**config.mk**
```make
export PLATFORM = sky130hd
export DESIGN_NAME = decode_sequencer
export DESIGN_NICKNAME = d
export VERILOG_FILES = /design/src/rtl/decode_sequencer.sv
export SDC_FILE = /design/constraint.sdc
export NUM_CORES = 1
export LEC_CHECK = 0
export BUFFER_PORTS_ARGS = -buffer_cell sky130_fd_sc_hd__buf_2
export CAP_MARGIN = 20
export CORE_MARGIN = 2
export CORE_UTILIZATION = 52
export DETAILED_ROUTE_END_ITERATION = 16
export PLACE_DENSITY = 0.79
export SLEW_MARGIN = 20
export SYNTH_ARGS = -nofsm -noshare
export SYNTH_HDL_FRONTEND = slang
export SYNTH_SLANG_ARGS = --single-unit
```
**constraint.sdc**
```tcl
create_clock -name clk -period 2.6 [get_ports clk]
set_clock_uncertainty 0.2 [all_clocks]
set_input_delay 0.13 -clock clk [delete_from_list [all_inputs] [get_ports clk]]
set_output_delay 0.13 -clock clk [all_outputs]
set_load 0.02 [all_outputs]
```
**src/rtl/decode_sequencer.sv**
```systemverilog
// decode_sequencer: accepts one 16-bit instruction per valid/ready handshake,
// registers its decoded fields, then walks the op one lane per cycle. The lane
// index and the first/last markers are driven to the vector/scalar datapath.
module decode_sequencer #(
    parameter int VLEN  = 16,  // beats per vector op (must be >= 2)
    parameter int RAW   = 3,   // register address width
    parameter int OFF_W = 6,   // memory offset field width
    parameter int IMM_W = 8    // scalar immediate field width
) (
    input  logic                       clk,
    input  logic                       rst,
    input  logic                       instr_valid,
    input  logic [15:0]                instr,
    output logic                       instr_ready,
    output logic                       beat_valid,
    output logic [3:0]                 functype,
    output logic                       v_en,
    output logic                       s_en,
    output logic [RAW-1:0]             addr1,
    output logic [RAW-1:0]             addr2,
    output logic [RAW-1:0]             dstAddr,
    output logic [OFF_W-1:0]           offset,
    output logic [IMM_W-1:0]           immediate,
    output logic [$clog2(VLEN+1)-1:0]  lane,
    output logic                       first,
    output logic                       last,
    output logic                       busy
);

    localparam int LW = $clog2(VLEN+1);

    // Register fields sit just below the opcode: dst, src1, src2 from the top.
    localparam int DST_HI = 3*RAW + 2;
    localparam int A1_HI  = 2*RAW + 2;
    localparam int A2_HI  = RAW + 2;

    localparam logic [0:0] S_IDLE = 1'b0;
    localparam logic [0:0] S_EXEC = 1'b1;

    localparam logic [3:0] OP_VADD = 4'b0000;
    localparam logic [3:0] OP_VDOT = 4'b0001;
    localparam logic [3:0] OP_SMUL = 4'b0010;
    localparam logic [3:0] OP_SST  = 4'b0011;
    localparam logic [3:0] OP_VLD  = 4'b0100;
    localparam logic [3:0] OP_VST  = 4'b0101;
    localparam logic [3:0] OP_SLL  = 4'b0110;
    localparam logic [3:0] OP_SLH  = 4'b0111;

    // Beat totals are stored as the index of the final lane.
    localparam logic [LW-1:0] LAST_ONE  = '0;
    localparam logic [LW-1:0] LAST_VEC  = LW'(VLEN - 1);
    localparam logic [LW-1:0] LAST_VLD  = LW'(VLEN);

    logic [0:0]        state_q, state_d;
    logic [LW-1:0]     lane_q, lane_d;
    logic [LW-1:0]     last_lane_q, last_lane_d;
    logic [3:0]        functype_q, functype_d;
    logic              v_en_q, v_en_d;
    logic              s_en_q, s_en_d;
    logic [RAW-1:0]    addr1_q, addr1_d;
    logic [RAW-1:0]    addr2_q, addr2_d;
    logic [RAW-1:0]    dst_q, dst_d;
    logic [OFF_W-1:0]  offset_q, offset_d;
    logic [IMM_W-1:0]  imm_q, imm_d;

    logic              exec;
    logic              at_last;
    logic              accept;

    logic [3:0]        dec_functype;
    logic              dec_v_en, dec_s_en;
    logic [RAW-1:0]    dec_addr1, dec_addr2, dec_dst;
    logic [OFF_W-1:0]  dec_offset;
    logic [IMM_W-1:0]  dec_imm;
    logic [LW-1:0]     dec_last_lane;

    assign exec    = (state_q == S_EXEC);
    assign at_last = exec && (lane_q == last_lane_q);
    assign accept  = instr_valid && instr_ready;

    // Decode the offered instruction; fields an opcode does not use stay zero.
    always_comb begin
        // NOTE: every signal gets a default before the case so no latch is inferred.
        dec_functype  = instr[15:12];
        dec_v_en      = 1'b0;
        dec_s_en      = 1'b0;
        dec_addr1     = '0;
        dec_addr2     = '0;
        dec_dst       = '0;
        dec_offset    = '0;
        dec_imm       = '0;
        dec_last_lane = LAST_ONE;
        case (instr[15:12])
            OP_VADD, OP_VDOT, OP_SMUL: begin
                dec_v_en      = 1'b1;
                dec_s_en      = (instr[15:12] != OP_VADD);
                dec_addr1     = instr[A1_HI -: RAW];
                dec_addr2     = instr[A2_HI -: RAW];
                dec_dst       = instr[DST_HI -: RAW];
                dec_last_lane = LAST_VEC;
            end
            OP_SST: begin
                dec_s_en   = 1'b1;
                dec_addr1  = instr[A1_HI -: RAW];
                dec_dst    = instr[DST_HI -: RAW];
                dec_offset = instr[OFF_W-1:0];
            end
            OP_VLD, OP_VST: begin
                dec_v_en      = 1'b1;
                dec_addr1     = instr[A1_HI -: RAW];
                dec_dst       = instr[DST_HI -: RAW];
                dec_offset    = instr[OFF_W-1:0];
                // The load carries one extra beat to cover memory read latency.
                dec_last_lane = (instr[15:12] == OP_VLD) ? LAST_VLD : LAST_VEC;
            end
            OP_SLL, OP_SLH: begin
                dec_s_en  = 1'b1;
                dec_addr1 = instr[DST_HI -: RAW];
                dec_dst   = instr[DST_HI -: RAW];
                dec_imm   = instr[IMM_W-1:0];
            end
            default: begin
                // NOP and undefined opcodes: a single beat showing only functype.
            end
        endcase
    end

    // Sequencer next state: load on accept, advance the lane, drop to idle after the last beat.
    always_comb begin
        state_d     = state_q;
        lane_d      = lane_q;
        last_lane_d = last_lane_q;
        functype_d  = functype_q;
        v_en_d      = v_en_q;
        s_en_d      = s_en_q;
        addr1_d     = addr1_q;
        addr2_d     = addr2_q;
        dst_d       = dst_q;
        offset_d    = offset_q;
        imm_d       = imm_q;
        if (accept) begin
            state_d     = S_EXEC;
            lane_d      = '0;
            last_lane_d = dec_last_lane;
            functype_d  = dec_functype;
            v_en_d      = dec_v_en;
            s_en_d      = dec_s_en;
            addr1_d     = dec_addr1;
            addr2_d     = dec_addr2;
            dst_d       = dec_dst;
            offset_d    = dec_offset;
            imm_d       = dec_imm;
        end else if (at_last) begin
            state_d = S_IDLE;
            lane_d  = '0;
        end else if (exec) begin
            lane_d = lane_q + LW'(1);
        end
    end

    // State and field registers with synchronous reset.
    always_ff @(posedge clk) begin
        // NOTE: sequential state uses non-blocking assignments only.
        if (rst) begin
            // NOTE: every flop here is reset; the array is small and idle outputs must read zero.
            state_q     <= S_IDLE;
            lane_q      <= '0;
            last_lane_q <= '0;
            functype_q  <= '0;
            v_en_q      <= 1'b0;
            s_en_q      <= 1'b0;
            addr1_q     <= '0;
            addr2_q     <= '0;
            dst_q       <= '0;
            offset_q    <= '0;
            imm_q       <= '0;
        end else begin
            state_q     <= state_d;
            lane_q      <= lane_d;
            last_lane_q <= last_lane_d;
            functype_q  <= functype_d;
            v_en_q      <= v_en_d;
            s_en_q      <= s_en_d;
            addr1_q     <= addr1_d;
            addr2_q     <= addr2_d;
            dst_q       <= dst_d;
            offset_q    <= offset_d;
            imm_q       <= imm_d;
        end
    end

    // Outputs: registered fields are shown only while a beat is active.
    always_comb begin
        busy        = exec;
        beat_valid  = exec;
        instr_ready = !exec || at_last;
        functype    = exec ? functype_q : '0;
        v_en        = exec && v_en_q;
        s_en        = exec && s_en_q;
        addr1       = exec ? addr1_q : '0;
        addr2       = exec ? addr2_q : '0;
        dstAddr     = exec ? dst_q : '0;
        offset      = exec ? offset_q : '0;
        immediate   = exec ? imm_q : '0;
        lane        = exec ? lane_q : '0;
        first       = exec && (lane_q == '0);
        last        = at_last;
    end

endmodule

```
Word level (Yosys, flattened, before mapping)
Index checks and enable logic that the tools add are counted.
{"block": "totals", "ff_bits": 40, "inputBits": 19, "output_inout_bits": 39, "word_cells": 58}
{"block": "classes", "add_sub_neg": 1, "eq_ne": 8, "muxes": 18, "reduce_logical": 20}
{"cell": "4-bit by 3-bit equality test with 1-bit output, second input constant", "count": 4}
{"cell": "8-bit two-way mux", "count": 2}
{"cell": "3-bit two-way mux", "count": 5}
{"cell": "6-bit two-way mux", "count": 2}
{"cell": "3-bit OR reduction", "count": 4}
{"cell": "5-bit two-way mux", "count": 2}
{"cell": "5-bit case mux with 2 select lines", "count": 1}
{"cell": "4-bit by 2-bit equality test with 1-bit output, second input constant", "count": 2}
{"cell": "8-bit OR reduction", "count": 1}
{"cell": "3-bit case mux with 2 select lines", "count": 1}
{"cell": "6-bit OR reduction", "count": 1}
{"cell": "5-bit by 1-bit adder with 5-bit output, second input constant", "count": 1}
{"cell": "5-bit equality test", "count": 1}
{"cell": "1-bit logical AND", "count": 5}
{"cell": "5-bit logical NOT", "count": 1}
{"cell": "5-bit OR reduction", "count": 1}
{"cell": "4-bit by 1-bit equality test with 1-bit output, second input constant", "count": 1}
{"cell": "4-bit logical NOT", "count": 1}
{"cell": "4-bit two-way mux", "count": 1}
{"cell": "4-bit nonzero test", "count": 1}
{"cell": "2-bit OR reduction", "count": 2}
{"cell": "1-bit two-way mux", "count": 3}
{"cell": "1-bit case mux with 2 select lines", "count": 1}
{"cell": "2-bit nonzero test", "count": 1}
{"cell": "other kinds (2)", "count": 2}

Depth between registers and ports, before layout
Gate-level depths: netlist of the first run.
{"block": "depth", "ltp_word": 5, "depth_mapped": 5, "mapped_depth_nobuf": 4}

Worst setup path after synthesis of the first run
No wires, ideal clock.
{"block": "synth_timing", "path_kind": "flip-flop to flip-flop", "from": "register lane_q[1]", "to": "register state_q, in the netlist beat_valid", "setup_time_ns": 0.146, "arrival_time_ns": 1.494, "required_ns": 2.254, "slack_ns": 0.759, "stages_incl_launch_ff": 5, "n_path_buf": 0, "synth_period_minus_slack_ns": 1.841, "cell_sequence": "dfxtp_1 -> nor4_4 -> mux2i_2 -> o21ai_0 -> a21oi_1"}
{"block": "synth_between", "elab_chain_cells": 5, "word_cells_on_any_way": 6, "classes_between": "1 x eq/ne; 1 x mux; 4 x reduce/logical"}
{"item": "start, declared", "line": "55", "rtl": "logic [LW-1:0] lane_q, lane_d;"}
{"item": "start signal, assigned", "line": "179", "rtl": "lane_q <= lane_d;"}
{"item": "5-bit equality test (*)", "line": "78", "rtl": "assign at_last = exec && (lane_q == last_lane_q);"}
{"item": "1-bit logical AND (*)", "line": "78"}
{"item": "1-bit logical OR (*)", "line": "196", "rtl": "instr_ready = !exec || at_last;"}
{"item": "via instr_ready", "line": "14", "rtl": "output logic instr_ready,"}
{"item": "1-bit logical AND (*)", "line": "79", "rtl": "assign accept = instr_valid && instr_ready;"}
{"item": "1-bit two-way mux / 2-bit nonzero test (equally long branches)"}
{"item": "end signal, assigned", "line": "178", "rtl": "state_q <= state_d;"}
{"item": "end, declared", "line": "54", "rtl": "logic [0:0] state_q, state_d;"}
Mark *: on every way through the listed nets, which the timed path passes. The rest lies on a longest branch.
A chain may end at the register's enable or synchronous reset.

Worst setup path in the final report of the first run
{"block": "layout_timing", "from": "register lane_q[0]", "to": "output port last"}
{"block": "layout_between", "elab_chain_cells": 2}
{"item": "5-bit equality test", "line": "78"}
{"item": "1-bit logical AND", "line": "78"}
{"item": "end, declared", "line": "26", "rtl": "output logic last,"}
No other way between the ends.

==> results.tsv, run 1 <==
stage	metric	value	unit
run_status	status	finished clean	
finish	areaGrowthSynthToFinish	23.0	%
worst_hold_path	worstHoldEndpoint	functype_q[0]$_SDFFE_PP0P_	
floorplan	core-area	0.00397	mm²
synth	yosysTopAreaCellShare	0.346	
route	wl	4560	µm
timing	worst_slack	516	ps
floorplan	die_x	68.2	µm
synth	synth-edff-count	0	
place	port_buffers	57	
synth	seq_area_frac_synth	0.346	
floorplan	dieHeight	68.2	µm
critical_path	worst_setup_path_end_kind	output pin	
power	ir_drop	353	µV
flow_run	drv_cap	0	
critical_path	critPathBufInv	1	
synth	yosysUniqueCellTypes	39	
global_route	grt_pass1_vias	1642	
timing	timing.final.crit_period	2080	ps
timing	timing.final.hold_violations	0	
route	via_count	1713	
place	post-place-ws	623	ps
cts	clock_latency	290	ps
critical_path	max_stage_delay	390	ps
timing	fin_crit_sh	0.802	
floorplan	initial_core_util	0.540	
synth	synthTopCellsByCount	37 x dfxtp_1, 36 x or2b_1, 34 x and2_1	
critical_path	ff2ff_path_depth	5	
worst_hold_path	hold_class	input pin to flop	
synth	ys.flop_type	dfxtp_1	
cts	cts_tree	yes	
timing	rsz0062_at_grt	false	
synth	yosysMostFrequentCell	dfxtp_1	
global_route	grt_usage	0.214	
global_route	antenna_found_initial	0	
synth	post_synth_instance_area	0.00214	mm²
timing	max_freq	0.480	GHz
timing	tns	0	ps
cts	cts_setup_buffers	0	
global_route	grt_pass1_wl	7310	µm
global_route	overflow	0	
cts	cts_htree_levels	2	
cts	clk_pin_slew	70	ps
synth	syn_avg_cell_area	9.32	µm²
critical_path	ff2ff_setup_slack	620	ps
route	routed_via_density	4.95	
synth	async_reset_ff_frac	0	
finish	nets	316	
finish	diodes	0	
critical_path	crit_required	2270	ps
cts	cts.sinks	37	
critical_path	critical_path.top_delay_family	simple AND/OR/NAND/NOR gates	
critical_path	rr_startpoint	lane_q[1]$_SDFFE_PP0P_	
finish	final_util	0.664	
synth	netlist_instances	230	
global_route	grt_max_degree	40	
timing	worstMarginPinSlew	556	ps
critical_path	regToRegEndpoint	imm_q[4]$_SDFFE_PP0P_	
route	drt_iter0_markers	73	
cts	cts_buffers	5	
route	remaining_drc_errors	0	
critical_path	worst-setup-path-type	flop to output pin	
finish	drive_gt1_frac	0.264	
power	powerDensity	469	mW/mm²
place	finalWeightedCongestion	0.720	
critical_path	crit_fanout	7	
cts	cts_resized	0	
cts	cts.path.max_buffers	2	
timing	drv_slew	0	
power	finalPower	0.00124	W
critical_path	path_cells	and4_1, mux2i_2, nor2_1, and2_1, buf_2	
timing	max-slew-margin-rel	0.630	
power	power.leakage	1.26	nW
route	dr.pass1.iters	4	
worst_hold_path	worstHoldStart	instr[12]	
critical_path	cp_slowest_cell	dfxtp_1	
critical_path	setup.worst_path.start_class	flop	
timing	setup_violations	0	
synth	yosys_warnings	0	
cts	cts.root.buffer_cell	clkbuf_8	
place	dp_hpwl	3080	µm
synth	yosys.area.top_type	dfxtp_1	
floorplan	io_pins	58	
critical_path	cp.arrival	1750	ps
floorplan	rows	23	
route	post_drt_wl_per_cell	13.2	µm
worst_hold_path	whs_path_depth	3	
route	ant_nets	0	
synth	syn-num-nets	251	
synth	ys_ff_latch	37	
floorplan	fp.dieArea	0.00465	mm²
synth	synth_area_leaders	dfxtp_1 35%, mux2i_1 14%, or2b_1 13%, and2_1 9.9%, nand2_1 4.0%	
cts	hold_buffers	13	
routing by layer:
metal  vias to the layer above  global-route usage  share of wire
met5                         -                   0              0
met4                         0              0.0850          0.021
met3                        10              0.0625          0.047
met2                        45               0.369           0.50
met1                       777               0.247           0.44
li1                        881                   -              -
power by group:
group / internal (W) / leakage, nW / switching [W]
registers: 0.000588 / 0.301 / 0.00000963
logic: 0.0000937 / 0.906 / 0.000103
clock network: 0.000240 / 0.0542 / 0.000203
total: 0.000921 / 1.26 / 0.000316
kinds of logic after synthesis:
logic type / after synthesis / synth area share
multiplexers: 35 / 0.167
AO/OA/AOI/OAI: 14 / 0.0455
buffers and inverters: 19 / 0.0654
flip-flops: 37 / 0.346
adder cells (fa/ha/maj): 2 / 0.0117
AND/OR/NAND/NOR: 120 / 0.353
XOR/XNOR: 3 / 0.0123
tightest hold or removal path: cells and delay by family:
family                 cells  cell delay [ps]
multiplexers               1               50
buffers and inverters      1              120
AND/OR/NAND/NOR            1              150
cells in the final DEF, fill, tap and decap left out, types with 2 or more instances in the layout:
master	n
o211ai_1	2
xor2_1	3
ha_1	2
inv_1	3
a211oi_1	2
mux2i_1	31
clkbuf_8	7
mux2_2	3
dlygate4sd3_1	13
or2b_1	36
nand2b_1	5
and2_1	34
buf_2	57
nand3_1	3
nand4_1	3
dfxtp_1	37
buf_4	3
nor2_1	4
o21ai_0	3
a21oi_1	5
nand2_1	23
area by class of cell:
type	instances	area (µm²)
well taps	50	62.6
repair buffers	74	458
inverters	3	11.3
multi-input cells	174	1260
flip-flops and latches	37	741
clock inverters	1	5.00
fillers	348	1340
clock buffers	7	96.3
sequential cells by signal, summed over array words and instances (netlist names):
signal,cells
v_en_q,1
lane_q,5
dst_q,3
s_en_q,1
functype_q,4
addr1_q,3
beat_valid,1
imm_q,8
last_lane_q,2
addr2_q,3
offset_q,6
through the flow:
stage          std cells  hold WS (ps)  area (µm²)
2_1_floorplan        230          72.1        2140
3_3_place_gp         325           198        2400
3_5_place_dp         325           201        2400
4_1_cts              346          2.28        2640
5_1_grt              346          26.3        2640
6_report             346          9.77        2640
worst max-delay path by stage:
stage / startpoint / end / slack, ps / depth (start not counted)
finish: lane_q[0]$_SDFFE_PP0P_ / last / 520 / 5
global route: lane_q[0]$_SDFFE_PP0P_ / last / 430 / 5
CTS: lane_q[0]$_SDFFE_PP0P_ / last / 510 / 5
detailed placement: lane_q[1]$_SDFFE_PP0P_ / imm_q[4]$_SDFFE_PP0P_ / 620 / 5
global placement: lane_q[1]$_SDFFE_PP0P_ / addr2_q[0]$_SDFFE_PP0P_ / 730 / 5
floorplan: lane_q[1]$_SDFFE_PP0P_ / beat_valid$_SDFFE_PP0P_ / 760 / 4
Note: power is estimated with default switching activity, not from simulation.
==> run 2, diff against run 1 <==
==> constraint.sdc (replaced) <==
create_clock -name clk -period 2 [get_ports clk]
set_clock_uncertainty 0.2 [all_clocks]
set_input_delay 0.1 -clock clk [delete_from_list [all_inputs] [get_ports clk]]
set_output_delay 0.1 -clock clk [all_outputs]
set_load 0.02 [all_outputs]
==> results.tsv, run 2 (synthesis results as in run 1) <==
stage	metric	value	unit	change
critical_path	rr_startpoint	lane_q[0]$_SDFFE_PP0P_		
cts	cts_tree	yes		
floorplan	io_pins	58		unchanged
global_route	grt_pass1_wl	7400	µm	+1.1%
route	drt_iter0_markers	46		-37%
floorplan	die_x	68.2	µm	unchanged
timing	setup_violations	0		unchanged
cts	clock_latency	290	ps	about the same
route	via_count	1784		+4.1%
floorplan	rows	23		unchanged
timing	fin_crit_sh	0.985		
finish	diodes	0		unchanged
finish	regMostFlops	imm_q		
global_route	grt_usage	0.213		-0.000516
critical_path	worst_setup_path_end_kind	output pin		
finish	n_fill_cell	305		-12%
power	ir_drop	580	µV	+64%
route	dr.pass1.iters	4		unchanged
critical_path	setup.worst_path.start_class	flop		
run_status	status	finished clean		
place	port_buffers	57		unchanged
cts	cts.root.buffer_cell	clkbuf_8		
timing	rsz0062_at_grt	true		
timing	tns	0	ps	unchanged
place	dp_hpwl	3080	µm	+0.19%
cts	cts_htree_levels	2		unchanged
floorplan	fp.dieArea	0.00465	mm²	unchanged
global_route	antenna_found_initial	0		unchanged
timing	worst_slack	29.3	ps	-487 ps
timing	timing.final.crit_period	1970	ps	
route	routed_via_density	5.03		+1.5%
cts	cts.sinks	37		unchanged
worst_hold_path	worstHoldStart	rst		
finish	areaGrowthSynthToFinish	29.0	%	
timing	max-slew-margin-rel	0.707		+0.0774
finish	multi_input_area	0.00128	mm²	+1.8%
critical_path	crit_required	1700	ps	-570 ps
cts	cts_buffers	5		unchanged
worst_hold_path	hold_class	input pin to flop		
finish	nets	325		+2.8%
timing	worstMarginPinSlew	438	ps	-117 ps
route	ant_nets	0		unchanged
route	post_drt_wl_per_cell	14.3	µm	+8.8%
timing	drv_slew	0		unchanged
power	power.leakage	1.31	nW	+4.0%
global_route	grt_pass1_vias	1575		-4.1%
global_route	grt_max_degree	34		-15%
place	finalWeightedCongestion	0.740		+2.8%
route	wl	5090	µm	+12%
global_route	overflow	0		unchanged
critical_path	critPathLaunch	lane_q[0]$_SDFFE_PP0P_		
finish	mostFrequentLayoutCells	57 x buf_2, 36 x or2b_1, 34 x and2_1		
flow_run	drv_cap	0		unchanged
finish	largest_reg_flops	8		unchanged
cts	clk_pin_slew	70	ps	about the same
critical_path	worst-setup-path-type	flop to output pin		
critical_path	cp.arrival	1670	ps	-80 ps
floorplan	dieHeight	68.2	µm	unchanged
finish	drive_gt1_frac	0.292		+0.0283
floorplan	core-area	0.00397	mm²	unchanged
timing	timing.final.hold_violations	0		unchanged
floorplan	initial_core_util	0.540		unchanged
finish	layout_commonest_cell	buf_2		
finish	reg_top3	imm_q: 8 flops, offset_q: 6 flops, lane_q: 5 flops		
power	powerDensity	575	mW/mm²	+23%
cts	cts.path.max_buffers	2		unchanged
timing	max_freq	0.507	GHz	
route	remaining_drc_errors	0		unchanged
place	post-place-ws	63.7	ps	-559 ps
finish	ff_latch_area	746	µm²	+0.68%
critical_path	crit_fanout	7		unchanged
## run 2: metal layers
metal  wire length, µm  part of all wire  global-route usage  vias to the layer above
met5                 0                 0                   0                        -
met4                82             0.016              0.0525                        0
met3               201             0.040              0.0592                       11
met2              2570              0.51               0.360                       46
met1              2230              0.44               0.268                      825
li1                  -                 -                   -                      902
## run 2: cell type report
type,count,share of cell area
clock inverter,2,0.00362
clock buffer,6,0.0262
sequential,37,0.270
tap,50,0.0226
inverter,3,0.00407
multi-input combinational,174,0.465
timing repair buffer,83,0.209
## run 2: what timing repair did
| action | in CTS | in global routing |
|---|---|---|
| hold buffers | 17 | 0 |
| buffers inserted | 0 | 1 |
| resized for setup | 1 | 8 |
| pin swaps | 0 | 2 |
| endpoints found under the setup margin | 1 | 33 |
| endpoints found under the hold margin | 24 | 0 |
| gates cloned | 0 | 3 |
## run 2: worst paths after layout
check | endpoint | slack (ps) | depth (start not counted)
worst max-delay path | instr_ready | 30 | 4
worst min-delay path | functype_q[0]$_SDFFE_PP0P_ | 100 | 3
worst max register to register | functype_q[1]$_SDFFE_PP0P_ | 60 | 6
worst min register to register | imm_q[4]$_SDFFE_PP0P_ | 280 | 2
## run 2: worst max-delay path, cell delays in order (launching register included)
cell and delay (ps):
dfxtp_2 370, nor4_4 340, mux2i_4 160, o21ai_0 290, buf_2 220
## run 2: stage by stage
step | cells | utilization | total power (W) | hold WS (ps) | cell area [µm²]
floorplan | 230 | - | 0.000979 | 42.1 | 2140
global placement | 326 | 0.607 | 0.00103 | 162 | 2410
detailed placement | 326 | 0.607 | 0.00103 | 171 | 2410
CTS | 351 | 0.673 | 0.00156 | 84.1 | 2670
global route | 355 | 0.696 | 0.00166 | 119 | 2770
finish | 355 | 0.696 | 0.00159 | 104 | 2770
## run 2: report_power, final
part,switching (W),internal (W),total [W]
clock,0.000265,0.000241,0.000507
sequential,0.0000135,0.000764,0.000777
combinational,0.000152,0.000154,0.000306
total,0.000430,0.00116,0.00159
==> run 3, diff against run 2 <==
--- a/config.mk
+++ b/config.mk
@@ -11,6 +11,7 @@
 export CORE_UTILIZATION = 52
 export DETAILED_ROUTE_END_ITERATION = 16
 export PLACE_DENSITY = 0.79
+export SETUP_SLACK_MARGIN = 0.15
 export SLEW_MARGIN = 20
 export SYNTH_ARGS = -nofsm -noshare
 export SYNTH_HDL_FRONTEND = slang
==> results.tsv, run 3 (synthesis results as in run 1) <==
stage	metric	value	unit	change
route	post_drt_wl_per_cell	15.1	µm	+5.6%
floorplan	fp.dieArea	0.00465	mm²	unchanged
timing	max_freq	0.513	GHz	+1.1%
finish	layout_commonest_cell	buf_2		
critical_path	regToRegEndpoint	v_en_q$_SDFFE_PP0P_		
route	via_count	1845		+3.4%
global_route	antenna_found_initial	0		unchanged
cts	cts_tree	yes		
global_route	grt_usage	0.224		+0.0107
finish	fin_cells	359		+1.1%
critical_path	ff2ff_path_depth	6		unchanged
floorplan	dieHeight	68.2	µm	unchanged
global_route	grt_pass1_vias	1639		+4.1%
critical_path	max_stage_delay	370	ps	about the same
timing	drv_slew	0		unchanged
cts	cts.sinks	37		unchanged
flow_run	drv_cap	0		unchanged
global_route	overflow	0		unchanged
run_status	status	finished clean		
timing	setup_violations	0		unchanged
timing	worstMarginPinSlew	468	ps	+29.9 ps
place	finalWeightedCongestion	0.740		unchanged
critical_path	critical_path.top_delay_family	flip-flops		
floorplan	core-area	0.00397	mm²	unchanged
timing	rsz0062_at_grt	true		
finish	regMostFlops	imm_q		
critical_path	cp.arrival	1960	ps	+290 ps
finish	reg_top3	imm_q: 8 flops, offset_q: 6 flops, lane_q: 5 flops		
finish	nets	329		+1.2%
cts	cts.path.max_buffers	2		unchanged
critical_path	path_cells	nor4_4, mux2i_4, o31ai_4, buf_6, buf_16, mux2i_1		
cts	clk_pin_slew	70	ps	about the same
finish	drive_gt1_frac	0.304		+0.0124
finish	diodes	0		unchanged
timing	fin_crit_sh	0.975		-0.0107
route	ant_nets	0		unchanged
place	port_buffers	57		unchanged
floorplan	die_x	68.2	µm	unchanged
worst_hold_path	whs_path_depth	3		unchanged
place	dp_hpwl	3080	µm	unchanged
power	powerDensity	567	mW/mm²	-1.3%
critical_path	worst-setup-path-type	flop to flop		
finish	areaGrowthSynthToFinish	32.4	%	
timing	timing.final.crit_period	1950	ps	-21.4 ps
finish	final_util	0.715		+0.0183
critical_path	crit_fanout	8		+1
timing	tns	0	ps	unchanged
power	finalPower	0.00161	W	+1.3%
place	place_inst	326		unchanged
critical_path	worst_setup_path_end_kind	flop		
critical_path	critPathBufInv	2		+1
cts	cts_htree_levels	2		unchanged
power	ir_drop	570	µV	-1.8%
cts	clock_latency	290	ps	about the same
critical_path	setup.worst_path.start_class	flop		
critical_path	rr_startpoint	lane_q[1]$_SDFFE_PP0P_		
worst_hold_path	worstHoldEndpoint	functype_q[0]$_SDFFE_PP0P_		
worst_hold_path	worstHoldStart	rst		
floorplan	io_pins	58		unchanged
floorplan	initial_core_util	0.540		unchanged
floorplan	rows	23		unchanged
critical_path	cp_slowest_cell	dfxtp_4		
route	drt_iter0_markers	55		+20%
route	dr.pass1.iters	5		+1
route	routed_via_density	5.14		+2.3%
global_route	grt_pass1_wl	7700	µm	+4.1%
finish	largest_reg_flops	8		unchanged
global_route	grt_max_degree	34		unchanged
cts	cts.root.buffer_cell	clkbuf_8		
timing	timing.final.hold_violations	0		unchanged
critical_path	crit_required	2010	ps	+310 ps
cts	cts_buffers	5		unchanged
route	wl	5430	µm	+6.8%
critical_path	ff2ff_setup_slack	50	ps	about the same
finish	mostFrequentLayoutCells	55 x buf_2, 36 x or2b_1, 34 x and2_1		
timing	max-slew-margin-rel	0.688		-0.0196
route	remaining_drc_errors	0		unchanged
worst_hold_path	hold_class	input pin to flop		
power	power.leakage	1.34	nW	+2.5%
==> run 3: changes by cell type in the layout (fill, tap and decap cells not counted) <==
cell     before  now
buf_6         2    3
buf_16        0    1
buf_4         4    8
buf_2        57   55
o21ai_4       0    1
dfxtp_4       0    1
o21ai_0       3    2
dfxtp_2       4    3
==> run 3: metal layers <==
| metal | GRT usage | vias up | part of all wire |
|---|---|---|---|
| met5 | 0 | - | 0 |
| met4 | 0.0650 | 0 | 0.015 |
| met3 | 0.0592 | 9 | 0.047 |
| met2 | 0.380 | 63 | 0.52 |
| met1 | 0.278 | 858 | 0.41 |
| li1 | - | 915 | - |
==> run 3: worst max path at each step <==
stage	from	endpoint	slack [ps]	depth (start not counted)
floorplan	lane_q[1]$_SDFFE_PP0P_	beat_valid$_SDFFE_PP0P_	160	4
CTS	lane_q[0]$_SDFFE_PP0P_	offset_q[3]$_SDFFE_PP0P_	80	6
detailed placement	lane_q[1]$_SDFFE_PP0P_	offset_q[3]$_SDFFE_PP0P_	60	5
global placement	lane_q[1]$_SDFFE_PP0P_	dst_q[1]$_SDFFE_PP0P_	140	5
global route	lane_q[1]$_SDFFE_PP0P_	v_en_q$_SDFFE_PP0P_	-10	6
finish	lane_q[1]$_SDFFE_PP0P_	v_en_q$_SDFFE_PP0P_	50	6
==> run 3: through the flow <==
step	cell area (µm²)	hold slack (ps)	setup slack [ps]
after floorplan	2140	42.1	159
after global placement	2410	162	140
after detailed placement	2410	171	63.7
after CTS	2740	84.1	83.1
after global routing	2840	121	-14.4
final	2840	115	50.7
==> run 3: timing repair <==
action | in CTS | in global routing
endpoints found under the hold margin | 24 | 0
gates cloned | 1 | 2
endpoints found under the setup margin | 33 | 33
hold buffers | 17 | 0
gates resized for setup | 9 | 9
buffers inserted | 3 | 2
pin swaps | 2 | 3
==> run 3: report_power, final <==
part           internal (W)  switching (W)  total, W
logic              0.000172       0.000161  0.000332
clock network      0.000241       0.000259  0.000501
registers          0.000763      0.0000138  0.000777
total               0.00118       0.000434   0.00161
==> run 3: cell type report <==
| cell class | instances | area, µm² |
|---|---|---|
| Sequential cell | 37 | 748 |
| Tap cell | 50 | 62.6 |
| Fill cell | 296 | 1130 |
| Clock inverter | 2 | 10.0 |
| Inverter | 3 | 11.3 |
| Clock buffer | 6 | 72.6 |
| Timing Repair Buffer | 87 | 637 |
| Multi-Input combinational cell | 174 | 1300 |
==> run 3: worst reg2reg max path, stage by stage, from the launching register on <==
cell	delay, ps
dfxtp_4	370
nor4_4	330
mux2i_4	160
o31ai_4	290
buf_6	170
buf_16	140
mux2i_1	220
